File: src/rtl/motion_pkg.sv
// Shared encodings and pure helper functions for the switch-driven motion mode sequencer.
// Holds the mode codes, direction classes, switch decoder and the transition rules used from RUN.
package motion_pkg;

  typedef enum logic [2:0] {
    MODE_STOP = 3'b000,
    MODE_R_1X = 3'b001,
    MODE_R_2X = 3'b010,
    MODE_L_1X = 3'b011,
    MODE_L_2X = 3'b100,
    MODE_FWD  = 3'b101,
    MODE_REV  = 3'b110
  } mode_t;

  typedef enum logic [2:0] {
    DIR_NONE = 3'd0,
    DIR_F    = 3'd1,
    DIR_B    = 3'd2,
    DIR_R    = 3'd3,
    DIR_L    = 3'd4
  } dir_t;

  localparam logic [1:0] ST_RUN   = 2'd0;
  localparam logic [1:0] ST_GUARD = 2'd1;
  localparam logic [1:0] ST_RAMP  = 2'd2;

  typedef struct packed {
    mode_t mode;
    logic  valid;
  } decode_t;

  typedef struct packed {
    mode_t      mode;
    logic [1:0] state;
  } step_t;

  // Switch code is {left_fwd, left_rev, right_fwd, right_rev}; undefined codes fall back to STOP.
  function automatic decode_t decode_code(input logic [3:0] code);
    decode_t d;
    d.mode  = MODE_STOP;
    d.valid = 1'b1;
    case (code)
      4'b0000:          d.mode = MODE_STOP;
      4'b1000, 4'b0001: d.mode = MODE_R_1X;
      4'b1001:          d.mode = MODE_R_2X;
      4'b0010, 4'b0100: d.mode = MODE_L_1X;
      4'b0110:          d.mode = MODE_L_2X;
      4'b1010:          d.mode = MODE_FWD;
      4'b0101:          d.mode = MODE_REV;
      default:          d.valid = 1'b0;
    endcase
    return d;
  endfunction

  function automatic dir_t dir_class(input mode_t mode);
    dir_t c;
    case (mode)
      MODE_FWD:             c = DIR_F;
      MODE_REV:             c = DIR_B;
      MODE_R_1X, MODE_R_2X: c = DIR_R;
      MODE_L_1X, MODE_L_2X: c = DIR_L;
      default:              c = DIR_NONE;
    endcase
    return c;
  endfunction

  function automatic logic is_opposite(input dir_t a, input dir_t b);
    return ((a == DIR_F) && (b == DIR_B)) || ((a == DIR_B) && (b == DIR_F)) ||
           ((a == DIR_R) && (b == DIR_L)) || ((a == DIR_L) && (b == DIR_R));
  endfunction

  // Reversals go through a STOP guard; a 2X request from anything but the same side steps via 1X.
  function automatic step_t run_rules(input mode_t cur, input mode_t tgt);
    step_t s;
    s.mode  = tgt;
    s.state = ST_RUN;
    if (is_opposite(dir_class(tgt), dir_class(cur))) begin
      s.mode  = MODE_STOP;
      s.state = ST_GUARD;
    end else if ((tgt == MODE_R_2X) && (cur != MODE_R_1X) && (cur != MODE_R_2X)) begin
      s.mode  = MODE_R_1X;
      s.state = ST_RAMP;
    end else if ((tgt == MODE_L_2X) && (cur != MODE_L_1X) && (cur != MODE_L_2X)) begin
      s.mode  = MODE_L_1X;
      s.state = ST_RAMP;
    end
    return s;
  endfunction

endpackage

File: src/rtl/tick_gen.sv
// Free-running sample strobe: counts 0..TC and raises tick while the count sits at TC.
// Dropping enable parks the counter at zero so the next tick is a full period away.
module tick_gen #(
  parameter int unsigned TC = 5
) (
  input  logic clk,
  input  logic reset_n,
  input  logic enable,
  output logic tick
);

  localparam int unsigned W = (TC > 0) ? $clog2(TC + 1) : 1;
  localparam logic [W-1:0] TC_W = W'(TC);

  logic [W-1:0] cnt_q, cnt_d;

  always_comb begin
    cnt_d = cnt_q;
    if (!enable) begin
      cnt_d = '0;
    end else if (cnt_q == TC_W) begin
      cnt_d = '0;
    end else begin
      cnt_d = cnt_q + W'(1);
    end
  end

  always_ff @(posedge clk or negedge reset_n) begin
    if (!reset_n) begin
      cnt_q <= '0;
    end else begin
      cnt_q <= cnt_d;
    end
  end

  assign tick = enable && (cnt_q == TC_W);

endmodule

File: src/rtl/motion_mode_sequencer.sv
// Turns the four wheel switches into a rojobot motion mode, debouncing on a slow tick and
// sequencing safe transitions (STOP guard on reversal, 1X step before 2X).
module motion_mode_sequencer
  import motion_pkg::*;
#(
  parameter bit          SIMULATE        = 1'b0,
  parameter int unsigned TICK_CNT_HW     = 19_999_999,
  parameter int unsigned TICK_CNT_SIM    = 5,
  parameter int unsigned DEBOUNCE_TICKS  = 2,
  parameter int unsigned REV_GUARD_TICKS = 1
) (
  input  logic       clk,
  input  logic       reset_n,
  input  logic       enable,
  input  logic       left_fwd,
  input  logic       left_rev,
  input  logic       right_fwd,
  input  logic       right_rev,
  output logic [2:0] motion_mode,
  output logic       mode_changed,
  output logic       tick,
  output logic       illegal
);

  localparam int unsigned TC = SIMULATE ? TICK_CNT_SIM : TICK_CNT_HW;
  localparam int unsigned SW = $clog2(DEBOUNCE_TICKS + 1);
  localparam int unsigned GW = $clog2(REV_GUARD_TICKS + 1);
  localparam logic [SW-1:0] DB_MAX    = SW'(DEBOUNCE_TICKS);
  localparam logic [GW-1:0] GUARD_MAX = GW'(REV_GUARD_TICKS);

  logic [3:0]    sync1_q, sync2_q;
  logic [3:0]    last_q, last_d;
  logic [SW-1:0] stable_q, stable_d;
  logic [GW-1:0] guard_q, guard_d;
  logic [1:0]    state_q, state_d;
  mode_t         target_q, target_d;
  mode_t         mode_q, mode_d;
  mode_t         mode_prev_q;
  logic          mode_changed_q;
  logic          illegal_q, illegal_d;

  decode_t       dec;
  mode_t         tgt_now;
  step_t         step;
  logic          accept;

  tick_gen #(
    .TC(TC)
  ) u_tick_gen (
    .clk    (clk),
    .reset_n(reset_n),
    .enable (enable),
    .tick   (tick)
  );

  // Debounce and FSM only advance on a tick; a freshly accepted code is acted on in the same tick.
  always_comb begin
    last_d     = last_q;
    stable_d   = stable_q;
    guard_d    = guard_q;
    state_d    = state_q;
    target_d   = target_q;
    mode_d     = mode_q;
    illegal_d  = 1'b0;
    accept     = 1'b0;
    dec        = decode_code(sync2_q);
    tgt_now    = target_q;
    step.mode  = mode_q;
    step.state = state_q;
    if (tick) begin
      last_d = sync2_q;
      if (sync2_q == last_q) begin
        stable_d = (stable_q == DB_MAX) ? stable_q : stable_q + SW'(1);
      end else begin
        stable_d = SW'(1);
      end
      accept    = (stable_d == DB_MAX);
      tgt_now   = accept ? dec.mode : target_q;
      target_d  = tgt_now;
      illegal_d = accept && !dec.valid;
      // RAMP completes through the run rules: same-side 1X to 2X is a direct move there.
      if ((state_q == ST_GUARD) && (guard_q != GUARD_MAX)) begin
        guard_d    = guard_q + GW'(1);
        step.mode  = MODE_STOP;
        step.state = ST_GUARD;
      end else begin
        step = run_rules(mode_q, tgt_now);
        if (step.state == ST_GUARD) begin
          guard_d = GW'(1);
        end
      end
      mode_d  = step.mode;
      state_d = step.state;
    end
  end

  always_ff @(posedge clk or negedge reset_n) begin
    if (!reset_n) begin
      sync1_q        <= '0;
      sync2_q        <= '0;
      last_q         <= '0;
      stable_q       <= '0;
      guard_q        <= '0;
      state_q        <= ST_RUN;
      target_q       <= MODE_STOP;
      mode_q         <= MODE_STOP;
      mode_prev_q    <= MODE_STOP;
      mode_changed_q <= 1'b0;
      illegal_q      <= 1'b0;
    end else begin
      sync1_q        <= {left_fwd, left_rev, right_fwd, right_rev};
      sync2_q        <= sync1_q;
      last_q         <= last_d;
      stable_q       <= stable_d;
      guard_q        <= guard_d;
      state_q        <= state_d;
      target_q       <= target_d;
      mode_q         <= mode_d;
      mode_prev_q    <= mode_q;
      mode_changed_q <= enable && (mode_q != mode_prev_q);
      illegal_q      <= illegal_d;
    end
  end

  assign motion_mode  = mode_q;
  assign mode_changed = mode_changed_q;
  assign illegal      = illegal_q;

endmodule
File: config.mk
export PLATFORM = sky130hd
export DESIGN_NAME = motion_mode_sequencer
export DESIGN_NICKNAME = d
export VERILOG_FILES = /design/src/rtl/motion_pkg.sv /design/src/rtl/tick_gen.sv /design/src/rtl/motion_mode_sequencer.sv
export SDC_FILE = /design/constraint.sdc
export NUM_CORES = 1
export LEC_CHECK = 0
export CORE_MARGIN = 2
export CORE_UTILIZATION = 54
export DETAILED_ROUTE_END_ITERATION = 8
export GPL_ROUTABILITY_DRIVEN = 0
export HOLD_SLACK_MARGIN = 0.05
export PLACE_DENSITY = 0.79
export SLEW_MARGIN = 30
export SYNTH_ARGS = -nofsm -noshare
export SYNTH_HDL_FRONTEND = slang
export SYNTH_SLANG_ARGS = --single-unit
File: constraint.sdc
create_clock -name clk -period 2.3 [get_ports clk]
set_input_delay 0.23 -clock clk [delete_from_list [all_inputs] [get_ports clk]]
set_output_delay 0.23 -clock clk [all_outputs]
set_load 0.05 [all_outputs]
==> flow_summary.toml <==
[floorplanning]
rows = 25
die_w_um = 75.1
die-height_um = 75.1
core_area_um2 = 4790
start_util_pct = 57.1
die-area_um2 = 5650
io_pins = 13

[flow_run]
cap_violations = 0

[synth]
synth_edf_count = 0
synth_nets = 284
netlist_instances = 275
synth_top_cell_area_share_pct = 48.5
yosysSeqAreaShare_pct = 48.5
yosys-top-cells-area = "dfrtp_1 (49%), xor2_1 (5.4%), nand2_1 (5.4%)"
syn_avg_cell_area_um2 = 9.94
synth_cell_type_count = 49
synthArstFlopShare_pct = 100
synth_top_area_cell = "dfrtp_1"
synth_warnings = 0
ys_seq_elements = 53
synthesis.area_um2 = 2730
ys.flop_type = "dfrtp_1"

[worst_hold_path]
hp-start = "sync1_q[3]"
min_path_type = "reg2reg"

[setup_path]
critPathLaunch = "sync2_q[1]"
r2r-start = "sync2_q[1]"
cp-start-kind = "flop"
critPathKind = "reg2reg"
end_kind = "flop"
critical_path_required_ns = 2.50
crit_arrival_ns = 2.59
critPathMaxFanout = 6

[grt]
grt_overflow = 0
grt_pass1_wl_mm = 8.82
grt_max_degree = 30
antenna_found_initial = 0
grt_pass1_vias = 1942
grt_usage_pct = 20.4

[sta]
max_freq_mhz = 419
setup_tns_ns = -0.260
setup_viol = 5
finClkSkew_ns = 0.00755
setup_ws_ns = -0.0861
rsz0062_at_grt = "true"
whs_ns = 0.347
tightest_slew_ns = 0.630
min_period_ns = 2.39
hold_viol = 0
period_share_pct = 104
slew_headroom_pct = 58.0
slew_violations = 0

[place]
dp_hpwl_mm = 3.65
place_ws_ns = -0.0727
portBuffers = 12

[route]
vias = 2016
drc = 0
via_per_inst = 5.36
detail-route-antenna-nets = 0
wl_per_cell_um = 14.1
routed_wl_mm = 5.30
initialDrtViolationCount = 94
dr.pass1.iters = 4

[status]
status = "finished, violations left"
violations = "negative setup slack"

[clock_tree]
cts_tree = "done"
clockRootBuffer = "clkbuf_8"
htree_levels = 2
clock-sinks = 53
clkTransAtPathRegs_ns = 0.10
clkLatencyLatePin_ns = 0.31
cts_made_buffers = 5
clk_path_buf_depth = 2

[finish]
final-seq-area_um2 = 1330
drive_gt1_share_pct = 20.4
final_nets = 317
syn2layout_area_growth_pct = 19.3
multi_input_comb_area_um2 = 1410
antennaDiodeCount = 0
fillers = 390
fin_util_pct = 68.1

[power_and_ir_drop]
powerDensity_nw_per_um2 = 547
p_leak_nw = 1.40
p_total_mw = 1.78
ir_drop_uv = 297
report_power, final:
part	internal (mW)	leakage (nW)	switching, mW
clock network	0.327	0.0554	0.304
registers	0.953	0.694	0.0233
logic	0.0779	0.646	0.0984
layer usage:
layer | up-vias | GRT usage [%] | share of wire, % | wire [µm]
met5 | - | 0 | 0 | 0
li1 | 1010 | - | - | -
met3 | 8 | 3.61 | 3.3 | 174
met4 | 0 | 6.63 | 1.3 | 68
met2 | 26 | 33.0 | 48 | 2540
met1 | 972 | 28.0 | 48 | 2520
cells in the final DEF (no fill, tap or decap), drive strengths merged, types with 6 or more instances in the layout:
cell type	instances
dfrtp	53
nand3	14
nand2b	6
buf	25
nand2	39
o21ai	16
nor2	34
xor2	17
xnor2	13
clkbuf	6
clkdlybuf4s50	10
a21oi	8
kinds of logic after synthesis:
logic type | synth area share [%]
simple gates | 26.8
flops | 48.5
compound gates | 9.84
xor+xnor | 10.2
buf+inv | 3.34
fa+ha+maj | 0.916
mux | 0.412
flip-flops by register name, summed over array words and instances (netlist names):
name,count
guard_q,1
illegal,1
last_q,4
mode_changed,1
mode_prev_q,3
motion_mode,3
stable_q,2
state_q,2
sync1_q,4
sync2_q,4
target_q,3
u_tick_gen.cnt_q,25
worst paths after layout:
path	to	slack (ns)	cells after the start
min in group asynchronous	motion_mode[0]	0.48	2
worst min-delay path	sync2_q[3]	0.35	0
max in group asynchronous	sync2_q[3]	1.18	3
worst min register to register	sync2_q[3]	0.35	0
worst max-delay path	state_q[0]	-0.09	8
worst max register to register	state_q[0]	-0.09	8
critical path, cell delays in order (launching register included):
cell and delay [ns]:
dfrtp_1 0.43, buf_6 0.15, nor4bb_1 0.42, a211oi_1 0.11, nand3_1 0.15, a221oi_1 0.11, o211a_1 0.24, or4_4 0.54
o21a_1 0.14
cell type report:
cell class	instances	share of cell area [%]
Clock buffer	6	2.23
Multi-Input combinational cell	208	43.1
Inverter	4	0.461
Tap cell	67	2.57
Timing Repair Buffer	36	9.67
Sequential cell	53	40.8
Clock inverter	2	1.19
stage by stage:
step           instance area, µm²  cells
6_report                     3260    376
5_1_grt                      3260    376
4_1_cts                      3210    375
3_5_place_dp                 3020    363
3_3_place_gp                 3020    363
2_1_floorplan                2750    275
what timing repair did:
action	4_1_cts	5_1_grt
hold buffers	1	0
hold endpoints to repair	27	0
pin swaps	6	2
gates resized for setup	14	5
endpoints found under the setup margin	5	6
buffers inserted	3	1
cells in the mapped netlist (2+ instances only):
library cell and number:
o21ai_2 4, dfrtp_1 53, ha_1 2, nor4_1 2, o21a_1 3, buf_6 5
and4_1 2, nor2b_1 4, inv_1 4, nor4_4 2, or2_1 2, and3_1 4
nor3b_1 3, xnor2_2 2, xnor2_1 11, nand3_1 13, or3_1 4, clkbuf_1 4
nor4bb_1 3, xor2_1 17, nor2_1 33, nand2_1 39, and2_1 2, nor4b_1 2
a21o_1 2, nand2b_1 6, a21oi_1 6, nor3_1 5, nand4_1 4, o21ai_0 12
a21oi_2 2
(Power assumes the default switching activity.)
